===== config.mk =====
export PLATFORM = sky130hd
export DESIGN_NAME = mem_port_arbiter
export DESIGN_NICKNAME = d
export VERILOG_FILES = /design/src/rtl/mem_arb_pkg.sv /design/src/rtl/mem_arb_timer.sv /design/src/rtl/mem_port_arbiter.sv
export SDC_FILE = /design/constraint.sdc
export NUM_CORES = 1
export LEC_CHECK = 0
export CAP_MARGIN = 40
export CELL_PAD_IN_SITES_DETAIL_PLACEMENT = 1
export CELL_PAD_IN_SITES_GLOBAL_PLACEMENT = 1
export CORE_MARGIN = 2
export CORE_UTILIZATION = 30
export CTS_CLUSTER_DIAMETER = 150
export CTS_CLUSTER_SIZE = 14
export DETAILED_ROUTE_END_ITERATION = 10
export PLACE_DENSITY = 0.82
export SKIP_LAST_GASP = 1
export SLEW_MARGIN = 20
export SYNTH_ARGS = -nofsm -noshare
export SYNTH_HDL_FRONTEND = slang
export SYNTH_SLANG_ARGS = --single-unit

===== constraint.sdc =====
create_clock -name clk -period 6.3 [get_ports clk]
set_clock_uncertainty 0.15 [all_clocks]
set_input_delay 1.26 -clock clk [delete_from_list [all_inputs] [get_ports clk]]
set_output_delay 1.26 -clock clk [all_outputs]
set_load 0.05 [all_outputs]

===== src/rtl/mem_arb_pkg.sv =====
// Shared definitions for the instruction/data memory port arbiter.
//   arb_state_t           : arbiter FSM states
//   ARB_TIMEOUT_DATA      : read data returned to a port whose access timed out
//   ARB_MAX_SKIP_DEFAULT  : default consecutive data grants allowed over a pending fetch
//   ARB_TIMEOUT_DEFAULT   : default unacknowledged-access limit in cycles
package mem_arb_pkg;

  typedef enum logic [1:0] {
    IDLE    = 2'd0,
    BUSY_IF = 2'd1,
    BUSY_DM = 2'd2,
    DONE    = 2'd3
  } arb_state_t;

  localparam logic [31:0] ARB_TIMEOUT_DATA     = 32'hDEAD_BEEF;
  localparam int unsigned ARB_MAX_SKIP_DEFAULT = 3;
  localparam int unsigned ARB_TIMEOUT_DEFAULT  = 64;

endpackage


===== src/rtl/mem_arb_timer.sv =====
// Access timeout counter for mem_port_arbiter.
// Only compiled when MEM_PORT_ARB_TIMEOUT_EN is defined.
//   clk, reset : clock, asynchronous active-high reset
//   busy       : arbiter is in a BUSY state
//   ack        : memory acknowledged this cycle
//   expired    : this is the TIMEOUT-th BUSY cycle without an ack
`ifdef MEM_PORT_ARB_TIMEOUT_EN
module mem_arb_timer #(
  parameter int unsigned TIMEOUT = 64
) (
  input  logic clk,
  input  logic reset,
  input  logic busy,
  input  logic ack,
  output logic expired
);

  localparam int unsigned CNT_W = (TIMEOUT < 2) ? 1 : $clog2(TIMEOUT + 1);

  logic [CNT_W-1:0] cnt_q;
  logic [CNT_W-1:0] cnt_d;

  // Counter holds the number of BUSY cycles already elapsed, so the current
  // cycle is number cnt_q+1; expiry fires on cycle TIMEOUT.
  always_comb begin
    cnt_d   = '0;
    expired = 1'b0;
    if (busy && !ack) begin
      cnt_d   = cnt_q + 1'b1;
      expired = (cnt_q == CNT_W'(TIMEOUT - 1));
    end
  end

  always_ff @(posedge clk or posedge reset) begin
    if (reset) begin
      cnt_q <= '0;
    end else begin
      cnt_q <= cnt_d;
    end
  end

endmodule
`endif


===== src/rtl/mem_port_arbiter.sv =====
// Arbiter sharing one single-ported, variable-latency memory between the
// instruction-fetch port (if_*) and the data port (dm_*).
// Data wins by default; after MAX_SKIP consecutive data grants taken while a
// fetch was waiting, the fetch is forced through.
// Optional feature: define MEM_PORT_ARB_TIMEOUT_EN to abort accesses that stay
// unacknowledged for TIMEOUT cycles (ready with 32'hDEADBEEF, sticky err).
//   clk, reset              : clock, asynchronous active-high reset
//   if_req/if_addr          : fetch request (held until if_ready)
//   if_rdata/if_ready       : fetched word and one-cycle completion pulse
//   dm_req/dm_we/dm_addr/dm_wdata : data request (held until dm_ready)
//   dm_rdata/dm_ready       : load data and one-cycle completion pulse
//   mem_valid/mem_we/mem_addr/mem_wdata : backing-memory request
//   mem_rdata/mem_ack       : backing-memory response
//   err                     : sticky timeout flag (0 when timeout compiled out)
module mem_port_arbiter
  import mem_arb_pkg::*;
#(
  parameter int unsigned MAX_SKIP = ARB_MAX_SKIP_DEFAULT,
  parameter int unsigned TIMEOUT  = ARB_TIMEOUT_DEFAULT
) (
  input  logic        clk,
  input  logic        reset,
  input  logic        if_req,
  input  logic [31:0] if_addr,
  output logic [31:0] if_rdata,
  output logic        if_ready,
  input  logic        dm_req,
  input  logic        dm_we,
  input  logic [31:0] dm_addr,
  input  logic [31:0] dm_wdata,
  output logic [31:0] dm_rdata,
  output logic        dm_ready,
  output logic        mem_valid,
  output logic        mem_we,
  output logic [31:0] mem_addr,
  output logic [31:0] mem_wdata,
  input  logic [31:0] mem_rdata,
  input  logic        mem_ack,
  output logic        err
);

  localparam int unsigned SKIP_W = (MAX_SKIP < 3) ? 2 : $clog2(MAX_SKIP + 1);

  arb_state_t        state_q, state_d;
  logic [SKIP_W-1:0] skip_cnt_q, skip_cnt_d;
  logic              mem_valid_q, mem_valid_d;
  logic              mem_we_q, mem_we_d;
  logic [31:0]       mem_addr_q, mem_addr_d;
  logic [31:0]       mem_wdata_q, mem_wdata_d;
  logic [31:0]       if_rdata_q, if_rdata_d;
  logic [31:0]       dm_rdata_q, dm_rdata_d;
  logic              if_ready_q, if_ready_d;
  logic              dm_ready_q, dm_ready_d;
  logic              skip_full;
  logic              grant_dm;
  logic              grant_if;
  logic              timeout_hit;

`ifdef MEM_PORT_ARB_TIMEOUT_EN
  logic err_q, err_d;
  logic busy;

  assign busy = (state_q == BUSY_IF) || (state_q == BUSY_DM);

  mem_arb_timer #(
    .TIMEOUT (TIMEOUT)
  ) u_timer (
    .clk     (clk),
    .reset   (reset),
    .busy    (busy),
    .ack     (mem_ack),
    .expired (timeout_hit)
  );

  assign err = err_q;
`else
  assign timeout_hit = 1'b0;
  assign err         = 1'b0;
`endif

  assign skip_full = (skip_cnt_q == SKIP_W'(MAX_SKIP));
  assign grant_dm  = dm_req && !(if_req && skip_full);
  assign grant_if  = if_req && !grant_dm;

  always_comb begin
    state_d     = state_q;
    skip_cnt_d  = skip_cnt_q;
    mem_valid_d = mem_valid_q;
    mem_we_d    = mem_we_q;
    mem_addr_d  = mem_addr_q;
    mem_wdata_d = mem_wdata_q;
    if_rdata_d  = if_rdata_q;
    dm_rdata_d  = dm_rdata_q;
    if_ready_d  = 1'b0;
    dm_ready_d  = 1'b0;
`ifdef MEM_PORT_ARB_TIMEOUT_EN
    err_d       = err_q;
`endif

    case (state_q)
      IDLE: begin
        if (grant_dm) begin
          state_d     = BUSY_DM;
          mem_valid_d = 1'b1;
          mem_we_d    = dm_we;
          mem_addr_d  = dm_addr;
          mem_wdata_d = dm_wdata;
          if (if_req && !skip_full) begin
            skip_cnt_d = skip_cnt_q + 1'b1;
          end
        end else if (grant_if) begin
          state_d     = BUSY_IF;
          mem_valid_d = 1'b1;
          mem_we_d    = 1'b0;
          mem_addr_d  = if_addr;
          mem_wdata_d = '0;
          skip_cnt_d  = '0;
        end
      end

      BUSY_IF, BUSY_DM: begin
        // An ack in the same cycle as expiry wins: the access did complete.
        if (mem_ack || timeout_hit) begin
          state_d     = DONE;
          mem_valid_d = 1'b0;
          if (state_q == BUSY_IF) begin
            if_ready_d = 1'b1;
            if_rdata_d = mem_ack ? mem_rdata : ARB_TIMEOUT_DATA;
          end else begin
            dm_ready_d = 1'b1;
            if (!mem_ack) begin
              dm_rdata_d = ARB_TIMEOUT_DATA;
            end else if (!mem_we_q) begin
              dm_rdata_d = mem_rdata;
            end
          end
`ifdef MEM_PORT_ARB_TIMEOUT_EN
          if (!mem_ack) begin
            err_d = 1'b1;
          end
`endif
        end
      end

      DONE: begin
        state_d = IDLE;
      end

      default: begin
        state_d     = IDLE;
        mem_valid_d = 1'b0;
      end
    endcase
  end

  always_ff @(posedge clk or posedge reset) begin
    if (reset) begin
      state_q     <= IDLE;
      skip_cnt_q  <= '0;
      mem_valid_q <= 1'b0;
      mem_we_q    <= 1'b0;
      mem_addr_q  <= '0;
      mem_wdata_q <= '0;
      if_rdata_q  <= '0;
      dm_rdata_q  <= '0;
      if_ready_q  <= 1'b0;
      dm_ready_q  <= 1'b0;
`ifdef MEM_PORT_ARB_TIMEOUT_EN
      err_q       <= 1'b0;
`endif
    end else begin
      state_q     <= state_d;
      skip_cnt_q  <= skip_cnt_d;
      mem_valid_q <= mem_valid_d;
      mem_we_q    <= mem_we_d;
      mem_addr_q  <= mem_addr_d;
      mem_wdata_q <= mem_wdata_d;
      if_rdata_q  <= if_rdata_d;
      dm_rdata_q  <= dm_rdata_d;
      if_ready_q  <= if_ready_d;
      dm_ready_q  <= dm_ready_d;
`ifdef MEM_PORT_ARB_TIMEOUT_EN
      err_q       <= err_d;
`endif
    end
  end

  assign mem_valid = mem_valid_q;
  assign mem_we    = mem_we_q;
  assign mem_addr  = mem_addr_q;
  assign mem_wdata = mem_wdata_q;
  assign if_rdata  = if_rdata_q;
  assign dm_rdata  = dm_rdata_q;
  assign if_ready  = if_ready_q;
  assign dm_ready  = dm_ready_q;

endmodule


==> impl_results.md, run 1 <==
* Status: complete, no violations
* CP Max Fanout at 3
* Initial core utilization at 30.3%
* Post-route antenna net violation count at 0
* Port bufs at 265
* Synth unique cells at 28
* CTS tree: yes
* DR vias at 4405
* Worst min-delay path class: register to register
* Layout cell share with drive strength beyond 1 at 15.4%
* Dpl cells at 898
* Worst IR Drop VDD at 0.304 mV
* Final setup margin at 3160 ps
* CP required at 4890 ps
* Non-filler cells, final at 931
* GRT Total Usage at 18.5%
* # setup viols final at 0
* Row count at 49
* Final Hold Fails at 0
* Tmin final at 3140 ps
* Die ar. at 19100 sq um
* Gate Count Post-Synth at 426
* First drt pass iteration count at 4
* Max Fclk at 0.318 GHz
* Crit. End Element: output pin
* CTS Hold Bufs at 0
* Grt ovf at 0
* Cell area after layout at 8870 sq um
* Measured slew at the worst slew-check pin at 723 ps
* Slowest cell delay on critical path at 860 ps
* CP startpoint: mem_we$_DFFE_PP0P_
* Nets at 828
* Post-synth net total at 565
* Die W at 138 um
* RSZ-0062 raised after global routing: no
* Fin. max-slew vios at 0
* Vias in the first global route at 4984
* GP Congestion at 0.729
* Leakage power at 3.74 nW
* Yosys top cell by area: dfrtp_1
* Critical Path Source Type: register
* DR vias/cell at 4.73
* CP delay by family, top: buffers and inverters
* Synth top area share at 63.1%
* Fin crit share at 49.8%
* Slew HR at 51.8%
* CORE AREA at 17800 sq um
* Hold Crit Start: dm_rdata[5]$_DFFE_PP0P_
* Wirelength, routed at 17.2 mm
* Global-route wire length before repair at 27.8 mm
* Area delta synth->final at 64.5%
* Initial drt markers at 103
* H-Tree Depth at 4
* Pre-CTS setup slack at 2800 ps
* Initial antenna violation count at 0
* Post-Syn Area at 5400 sq um
* Root buffer cell: clkbuf_16
* Slowest CP cell: clkdlybuf4s50_1
* Largest cells by area after synthesis: dfrtp_1 (63%), mux2_2 (13%), a21oi_1 (6.1%)
* Hold WS at 340 ps
* Crit path buf inv count at 1
* Mean Syn Cell Area at 12.7 sq um
* Setup TNS at 0 ps
* # diodes at 0
* Post-synthesis sequential area ratio at 63.1%
* DRC viols at 0
* Wirelength per Cell at 18.4 um
* Overall power at 5.79 mW
* Skew-Pair Late Insertion Delay at 420 ps
* Power Density at 652 nW/um^2
* Placed inst area at 8260 sq um
* #FFs+latches synth at 136
* Crit-path cells: clkdlybuf4s50_1
* Arrival time worst endpoint at 1730 ps
* Sinks on Clock Net at 136
* Yosys warns at 0
* CTS clk-pin slew, worst paths at 60 ps
* CTS max path bufs at 2
* DP HPWL at 12.5 mm
* Die Height at 138 um
* CTS Buf Count at 17
* Post-CTS setup buffer count at 0
* Largest net degree at the start of global routing at 95
* Finished Core Util at 49.9%
* Max_cap viols at 0
* FF-to-FF Start: state_q[0]$_DFFE_PP0P_
* # IOs at 267
* Cts repair resizes at 0
* Kind of critical path: register to output pin
sequential cells by signal, summed over array words and instances (netlist names):
| register | flops |
|---|---|
| mem_addr | 32 |
| skip_cnt_q | 2 |
| mem_we | 1 |
| state_q | 2 |
| if_ready | 1 |
| mem_valid | 1 |
| mem_wdata | 32 |
| if_rdata | 32 |
| dm_rdata | 32 |
| dm_ready | 1 |
cells by family after synthesis:
kind of cell               Yosys count  share of synthesized area [%]
adders and majority gates            5                           1.16
DFF                                136                           63.1
other                                1                         0.0695
muxes                               67                           13.9
AOI/OAI and AO/OA                  107                           12.7
buffers and inverters               33                           3.43
and+or+nand+nor                     77                           5.59
final cells by class:
type / instances / area [sq um]
Sequential cell: 136 / 3400
Clock inverter: 15 / 156
Fill cell: 1823 / 8910
Clock buffer: 17 / 425
Inverter: 5 / 23.8
Tap cell: 229 / 287
Timing Repair Buffer: 272 / 2750
Multi-Input combinational cell: 257 / 1830
power breakdown:
part	leakage, nW	internal, mW	switching, mW
combinational	1.84	1.18	2.10
sequential	1.62	1.30	0.242
clock	0.280	0.528	0.430
cell usage after synthesis:
cell type,count
and2_1,1
o22ai_1,1
clkbuf_1,2
nor2_1,36
nor3_1,1
a22o_1,33
o21a_1,1
ha_1,5
mux2i_1,2
buf_6,3
nor2b_1,1
a21oi_1,66
o21ai_0,1
a21boi_0,1
mux2_1,2
o21ai_1,1
buf_2,16
nand2_1,37
inv_1,5
a21o_1,1
dfrtp_1,136
conb_1,1
a21boi_4,1
a21bo_2,1
nor3_2,1
mux2_2,63
buf_4,5
buf_1,2
path summary, 6_finish.rpt:
kind                       slack, ps  depth (start not counted)                        to
setup reg to reg                4090                          6   dm_rdata[4]$_DFFE_PP0P_
min in group asynchronous       1020                          2  if_rdata[23]$_DFFE_PP0P_
hold reg to reg                  340                          1   dm_rdata[5]$_DFFE_PP0P_
hold / removal                   340                          1   dm_rdata[5]$_DFFE_PP0P_
setup / recovery                3160                          1                    mem_we
max in group asynchronous       3780                          4  dm_rdata[21]$_DFFE_PP0P_
placed cells by master, fill, tap and decap left out:
| cell | n |
|---|---|
| mux2_2 | 63 |
| o22ai_1 | 1 |
| clkinvlp_4 | 2 |
| nor3_4 | 1 |
| o21a_2 | 1 |
| clkbuf_16 | 17 |
| clkinv_8 | 2 |
| a22o_1 | 33 |
| a21boi_0 | 1 |
| buf_4 | 4 |
| nor3_1 | 1 |
| inv_8 | 5 |
| buf_8 | 1 |
| a21bo_2 | 1 |
| clkdlybuf4s50_1 | 265 |
| inv_6 | 4 |
| a21oi_1 | 66 |
| a21o_1 | 1 |
| o21ai_4 | 1 |
| dfrtp_1 | 136 |
| clkinv_4 | 3 |
| mux2_1 | 2 |
| nand2_1 | 37 |
| mux2i_1 | 2 |
| a21boi_4 | 1 |
| o21ai_0 | 1 |
| ha_1 | 5 |
| and2_1 | 1 |
| inv_1 | 4 |
| buf_16 | 2 |
| nor2_1 | 36 |
| nor2b_1 | 1 |
| conb_1 | 1 |
layer usage:
metal  GRT usage [%]  wire length, um  vias to the layer above
met2            31.5             8650                      181
met5               0                0                        -
met3            6.17             1180                       33
met4            8.43              536                        0
met1            21.0             6800                     2178
li1                -                -                     2013
(Power assumes the default switching activity.)
==> run 2: changes to the inputs <==
==> constraint.sdc (replaced) <==
create_clock -name clk -period 3.1 [get_ports clk]
set_clock_uncertainty 0.15 [all_clocks]
set_input_delay 0.62 -clock clk [delete_from_list [all_inputs] [get_ports clk]]
set_output_delay 0.62 -clock clk [all_outputs]
set_load 0.05 [all_outputs]
==> run 2 against run 1 <==
Global-route usage down 0.31 points. Register-to-register slack worse by 3200 ps. Clock power up 120%. Die area unchanged. Power up 110%. First-iteration DRC count down 16%. Worst hold slack better by 6.7 ps. Via count up 0.98%. Combinational power up 100%. Worst setup slack worse by 2600 ps. Utilization up 0.20 points.
==> impl_results.md, run 2 (synthesis gave the netlist of run 1 again) <==
* Status: complete, no violations
* Critical Path Source Type: register
* Crit path buf inv count at 1 (unchanged)
* CTS clk-pin slew, worst paths at 60 ps (about the same)
* Port bufs at 265 (unchanged)
* Sinks on Clock Net at 136 (unchanged)
* Tmin final at 2520 ps
* Final setup margin at 582 ps (-2580 ps)
* Crit. End Element: output pin
* CTS max path bufs at 2 (unchanged)
* Clock network power share at 17.5% (+0.9 points)
* CP delay by family, top: buffers and inverters
* Pre-CTS setup slack at 539 ps (-2260 ps)
* GP Congestion at 0.743 (+2.0%)
* Setup TNS at 0 ps (unchanged)
* CORE AREA at 17800 sq um (unchanged)
* Worst IR Drop VDD at 0.618 mV (+100%)
* # diodes at 0 (unchanged)
* Grt ovf at 0 (unchanged)
* Cts repair resizes at 0 (unchanged)
* Layout cell share with drive strength beyond 1 at 15.5% (+0.076 points)
* Commonest cells after routing, fill and taps aside: clkdlybuf4s50_1 (265), dfrtp_1 (136), a21oi_1 (66)
* Post-CTS setup buffer count at 0 (unchanged)
* Power Density at 1340 nW/um^2 (+100%)
* Arrival time worst endpoint at 1750 ps (+20 ps)
* CP Max Fanout at 3 (unchanged)
* Sw power at 5.54 mW (+99%)
* Leading cell type in the layout, fill and taps excluded: clkdlybuf4s50_1
* Comb pwr share at 56.2% (-0.6 points)
* Dpl cells at 902 (+0.45%)
* Root buffer cell: clkbuf_16
* Sw Share at 46.6% (-1.4 points)
* Initial antenna violation count at 0 (unchanged)
* Slowest CP cell: clkdlybuf4s50_1
* Met2 GRT Util at 31.6% (+0.10 points)
* Kind of critical path: register to output pin
* Max Fclk at 0.397 GHz
* Vias in the first global route at 5091 (+2.1%)
* Slew HR at 52.7% (+0.95 points)
* Area delta synth->final at 65.1%
* Placed inst area at 8300 sq um (+0.39%)
* Die W at 138 um (unchanged)
* Final Hold Fails at 0 (unchanged)
* First drt pass iteration count at 4 (unchanged)
* Met3 GRT Util at 5.89% (-0.28 points)
* DRC viols at 0 (unchanged)
* Die ar. at 19100 sq um (unchanged)
* Die Height at 138 um (unchanged)
* Crit-path cells: clkdlybuf4s50_1
* Row count at 49 (unchanged)
* Busiest grt layer: met2
* Reg power frac at 26.3% (-0.4 points)
* Global-route wire length before repair at 27.7 mm (-0.60%)
* Cell area after layout at 8910 sq um (+0.39%)
* Measured slew at the worst slew-check pin at 709 ps (-14.3 ps)
* CTS Hold Bufs at 0 (unchanged)
* DR vias/cell at 4.76 (+0.65%)
* CTS Buf Count at 17 (unchanged)
* Worst min-delay path class: primary input to asynchronous set/reset pin
* CP required at 2330 ps (-2560 ps)
* Wirelength per Cell at 18.3 um (-0.55%)
* # setup viols final at 0 (unchanged)
* Leakage power at 3.77 nW (+0.60%)
* Nets at 831 (+0.36%)
* # IOs at 267 (unchanged)
* Post-route antenna net violation count at 0 (unchanged)
* H-Tree Depth at 4 (unchanged)
* Initial core utilization at 30.3% (unchanged)
* Fin. max-slew vios at 0 (unchanged)
* Fin crit share at 81.2%
* Max_cap viols at 0 (unchanged)
* CTS tree: yes
* Initial drt markers at 87 (-16%)
* Largest net degree at the start of global routing at 76 (-20%)
* Slowest cell delay on critical path at 880 ps (+20 ps)
* GRT Total Usage at 18.1% (-0.31 points)
* GR Util met1 at 21.1% (+0.057 points)
* DP HPWL at 12.8 mm (+1.9%)
* Wirelength, routed at 17.1 mm (-0.23%)
* Non-filler cells, final at 934 (+0.32%)
* RSZ-0062 raised after global routing: no
* Internal power at 6.36 mW (+110%)
* Skew-Pair Late Insertion Delay at 400 ps (-20 ps)
* DR vias at 4448 (+0.98%)
[run 2: per-layer routing]
metal,share of wire [%],routed length (um)
met1,39,6750
met2,51,8690
met5,0,0
met4,2.1,354
met3,7.8,1340
[run 2: power groups by stage]
stage          Sequential, mW  Clock (mW)  Combinational (mW)
2_1_floorplan            5.97           0                1.52
3_3_place_gp             3.09           0                6.57
3_5_place_dp             3.16           0                6.74
4_1_cts                  3.15        2.14                6.76
5_1_grt                  3.25        2.21                6.99
6_report                 3.13        2.08                6.68
[run 2: worst register-to-register path, cell delays in order (launching register included)]
cell,delay [ps]
dfrtp_1,400
inv_1,80
ha_1,360
nand2_1,130
nor3_4,120
buf_4,410
mux2_2,430
[run 2: worst paths after layout]
check | start | end | slack [ps] | cells after the start
setup / recovery | mem_we$_DFFE_PP0P_ | mem_we | 580 | 1
hold / removal | reset | mem_wdata[15]$_DFFE_PP0P_ | 350 | 2
setup reg to reg | state_q[0]$_DFFE_PP0P_ | dm_rdata[30]$_DFFE_PP0P_ | 900 | 6
hold reg to reg | dm_rdata[5]$_DFFE_PP0P_ | dm_rdata[5]$_DFFE_PP0P_ | 350 | 1
max in group asynchronous | reset | mem_addr[16]$_DFFE_PP0P_ | 1740 | 3
min in group clk | dm_rdata[5]$_DFFE_PP0P_ | dm_rdata[5]$_DFFE_PP0P_ | 350 | 1
[run 2: per-stage QoR]
step | util [%] | hold WS, ps | power (mW)
3_5_place_dp | 46.7 | 331 | 9.91
4_1_cts | 50.1 | 343 | 12.0
3_3_place_gp | 46.6 | 316 | 9.66
5_1_grt | 50.1 | 355 | 12.5
6_report | 50.1 | 347 | 11.9
2_1_floorplan | - | 304 | 7.49
[run 2: layout make-up]
| cell class | count | area [sq um] |
|---|---|---|
| tap | 229 | 287 |
| sequential | 136 | 3400 |
| clock inverter | 13 | 169 |
| fill | 1827 | 8870 |
| inverter | 5 | 22.5 |
| timing repair buffer | 275 | 2760 |
| multi-input combinational | 257 | 1820 |
| clock buffer | 19 | 443 |
==> run 3: changes to the inputs <==
==> constraint.sdc (replaced) <==
create_clock -name clk -period 2.5 [get_ports clk]
set_clock_uncertainty 0.15 [all_clocks]
set_input_delay 0.5 -clock clk [delete_from_list [all_inputs] [get_ports clk]]
set_output_delay 0.5 -clock clk [all_outputs]
set_load 0.05 [all_outputs]
==> run 3 against run 2 <==
Worst hold slack better by 5.8 ps. Critical endpoint unchanged. Die area unchanged. Global-route usage fell by 0.12 points. Via count decreased by 0.83%.
==> impl_results.md, run 3 (synthesis gave the netlist of run 1 again) <==
* CP delay by family, top: buffers and inverters
* GP Congestion at 0.759 (+2.2%)
* Grt ovf at 0 (unchanged)
* Tmin final at 2360 ps
* Root buffer cell: clkbuf_16
* # IOs at 267 (unchanged)
* Layout cell share with drive strength beyond 1 at 16.1% (+0.62 points)
* DR vias/cell at 4.70 (-1.3%)
* Max Fclk at 0.423 GHz
* Worst IR Drop VDD at 0.775 mV (+25%)
* Slowest cell delay on critical path at 870 ps (about the same)
* Leading cell type in the layout, fill and taps excluded: clkdlybuf4s50_1
* Crit path buf inv count at 1 (unchanged)
* Arrival time worst endpoint at 1710 ps (-40 ps)
* Initial antenna violation count at 0 (unchanged)
* Met2 GRT Util at 31.3% (-0.36 points)
* Fin crit share at 94.6%
* CTS Hold Bufs at 0 (unchanged)
* Power Density at 1640 nW/um^2 (+23%)
* Post-route antenna net violation count at 0 (unchanged)
* CP required at 1850 ps (-480 ps)
* Row count at 49 (unchanged)
* Internal power at 7.63 mW (+20%)
* Filler cell count at 1841 (+0.77%)
* FF/Latch Area at 3400 sq um (unchanged)
* Slowest CP cell: clkdlybuf4s50_1
* Vias in the first global route at 5073 (-0.35%)
* CTS clk-pin slew, worst paths at 70 ps (about the same)
* CTS tree: yes
* Cts repair resizes at 0 (unchanged)
* Crit-path cells: clkdlybuf4s50_1
* Global-route wire length before repair at 27.5 mm (-0.65%)
* Area delta synth->final at 65.2% (about the same)
* H-Tree Depth at 4 (unchanged)
* Sw Share at 47.7% (+1.1 points)
* Sinks on Clock Net at 136 (unchanged)
* # setup viols final at 0 (unchanged)
* Slew HR at 61.7% (+9.0 points)
* Wirelength, routed at 17.1 mm (-0.37%)
* # diodes at 0 (unchanged)
* Clock network power share at 16.1% (-1.4 points)
* Largest net degree at the start of global routing at 68 (-11%)
* First drt pass iteration count at 4 (unchanged)
* Sw power at 6.96 mW (+26%)
* Die ar. at 19100 sq um (unchanged)
* Post-CTS setup buffer count at 0 (unchanged)
* Setup TNS at 0 ps (unchanged)
* Initial core utilization at 30.3% (unchanged)
* Die W at 138 um (unchanged)
* Wirelength per Cell at 18.2 um (-0.80%)
* Measured slew at the worst slew-check pin at 572 ps (-137 ps)
* Skew-Pair Late Insertion Delay at 400 ps (about the same)
* Leakage power at 3.77 nW (about the same)
* Reg power frac at 26.7% (+0.4 points)
* GRT Total Usage at 18.0% (-0.12 points)
* Critical Path Source Type: register
* Met3 GRT Util at 5.99% (+0.10 points)
* Busiest grt layer: met2
* Port bufs at 265 (unchanged)
* CP Max Fanout at 3 (unchanged)
* Commonest cells after routing, fill and taps aside: clkdlybuf4s50_1 (265), dfrtp_1 (136), a21oi_1 (66)
* Fin. max-slew vios at 0 (unchanged)
* DRC viols at 0 (unchanged)
* Comb pwr share at 57.2% (+1.0 points)
* Hold WS at 353 ps (+5.83 ps)
* Status: complete, no violations
* Crit. End Element: output pin
* GR Util met1 at 20.6% (-0.46 points)
* Max_cap viols at 0 (unchanged)
* Multi-input logic area at 1820 sq um (unchanged)
* CORE AREA at 17800 sq um (unchanged)
* Kind of critical path: register to output pin
* Initial drt markers at 123 (+41%)
* CTS max path bufs at 2 (unchanged)
* RSZ-0062 raised after global routing: no
* Worst min-delay path class: register to register
* Nets at 835 (+0.48%)
* CTS Buf Count at 17 (unchanged)
* DP HPWL at 12.7 mm (-0.31%)
* Final Hold Fails at 0 (unchanged)
* DR vias at 4411 (-0.83%)
* Die Height at 138 um (unchanged)
## run 3: cell count changes in the layout (fill, tap and decap cells not counted), moves of 3 or more
cell,delta
inv_6,+5
clkinv_4,-4
buf_12,+3
bufinv_16,-3
inv_8,+3
## run 3: final timing paths
check / end / cells past startpoint / start / slack, ps
worst min-delay path: mem_wdata[9]$_DFFE_PP0P_ / 1 / mem_wdata[9]$_DFFE_PP0P_ / 350
worst max-delay path: mem_we / 1 / mem_we$_DFFE_PP0P_ / 140
worst min register to register: mem_wdata[9]$_DFFE_PP0P_ / 1 / mem_wdata[9]$_DFFE_PP0P_ / 350
min in group asynchronous: mem_wdata[29]$_DFFE_PP0P_ / 3 / reset / 390
max in group asynchronous: dm_rdata[15]$_DFFE_PP0P_ / 3 / reset / 1380
worst max register to register: dm_rdata[21]$_DFFE_PP0P_ / 6 / state_q[0]$_DFFE_PP0P_ / 430
## run 3: metrics by stage
step	instance area (sq um)	power [mW]	setup WS, ps	util, %	cells
floorplan	5400	9.29	157	-	426
global placement	8360	12.1	251	47.0	906
detailed placement	8360	12.3	187	47.0	906
CTS	8910	14.8	94.8	50.1	938
global route	8910	15.3	65.1	50.1	938
finish	8910	14.6	136	50.1	938
## run 3: power groups by stage
stage | logic [mW] | registers [mW] | clock network [mW]
floorplan | 1.89 | 7.41 | 0
global placement | 8.20 | 3.85 | 0
detailed placement | 8.41 | 3.93 | 0
CTS | 8.43 | 3.91 | 2.44
global route | 8.71 | 4.04 | 2.53
finish | 8.34 | 3.89 | 2.36
## run 3: layout make-up
type / instances / share of cell area (%)
Inverter: 5 / 0.253
Clock inverter: 15 / 1.47
Tap cell: 229 / 3.21
Multi-Input combinational cell: 257 / 20.5
Timing Repair Buffer: 279 / 31.6
Clock buffer: 17 / 4.77
Sequential cell: 136 / 38.2
## run 3: worst register-to-register path, delay by kind of cell, from the launching register on
family,cells,cell delay (ps)
muxes,1,400
DFF,1,390
buffers and inverters,2,390
adders and majority gates,1,370
and+or+nand+nor,2,260
## run 3: layer usage
| metal | vias to the layer above | routed length [um] | share of wire, % |
|---|---|---|---|
| li1 | 2022 | - | - |
| met1 | 2172 | 6880 | 40 |
| met2 | 185 | 8530 | 50 |
| met3 | 32 | 1150 | 6.8 |
| met4 | 0 | 501 | 2.9 |
| met5 | - | 0 | 0 |
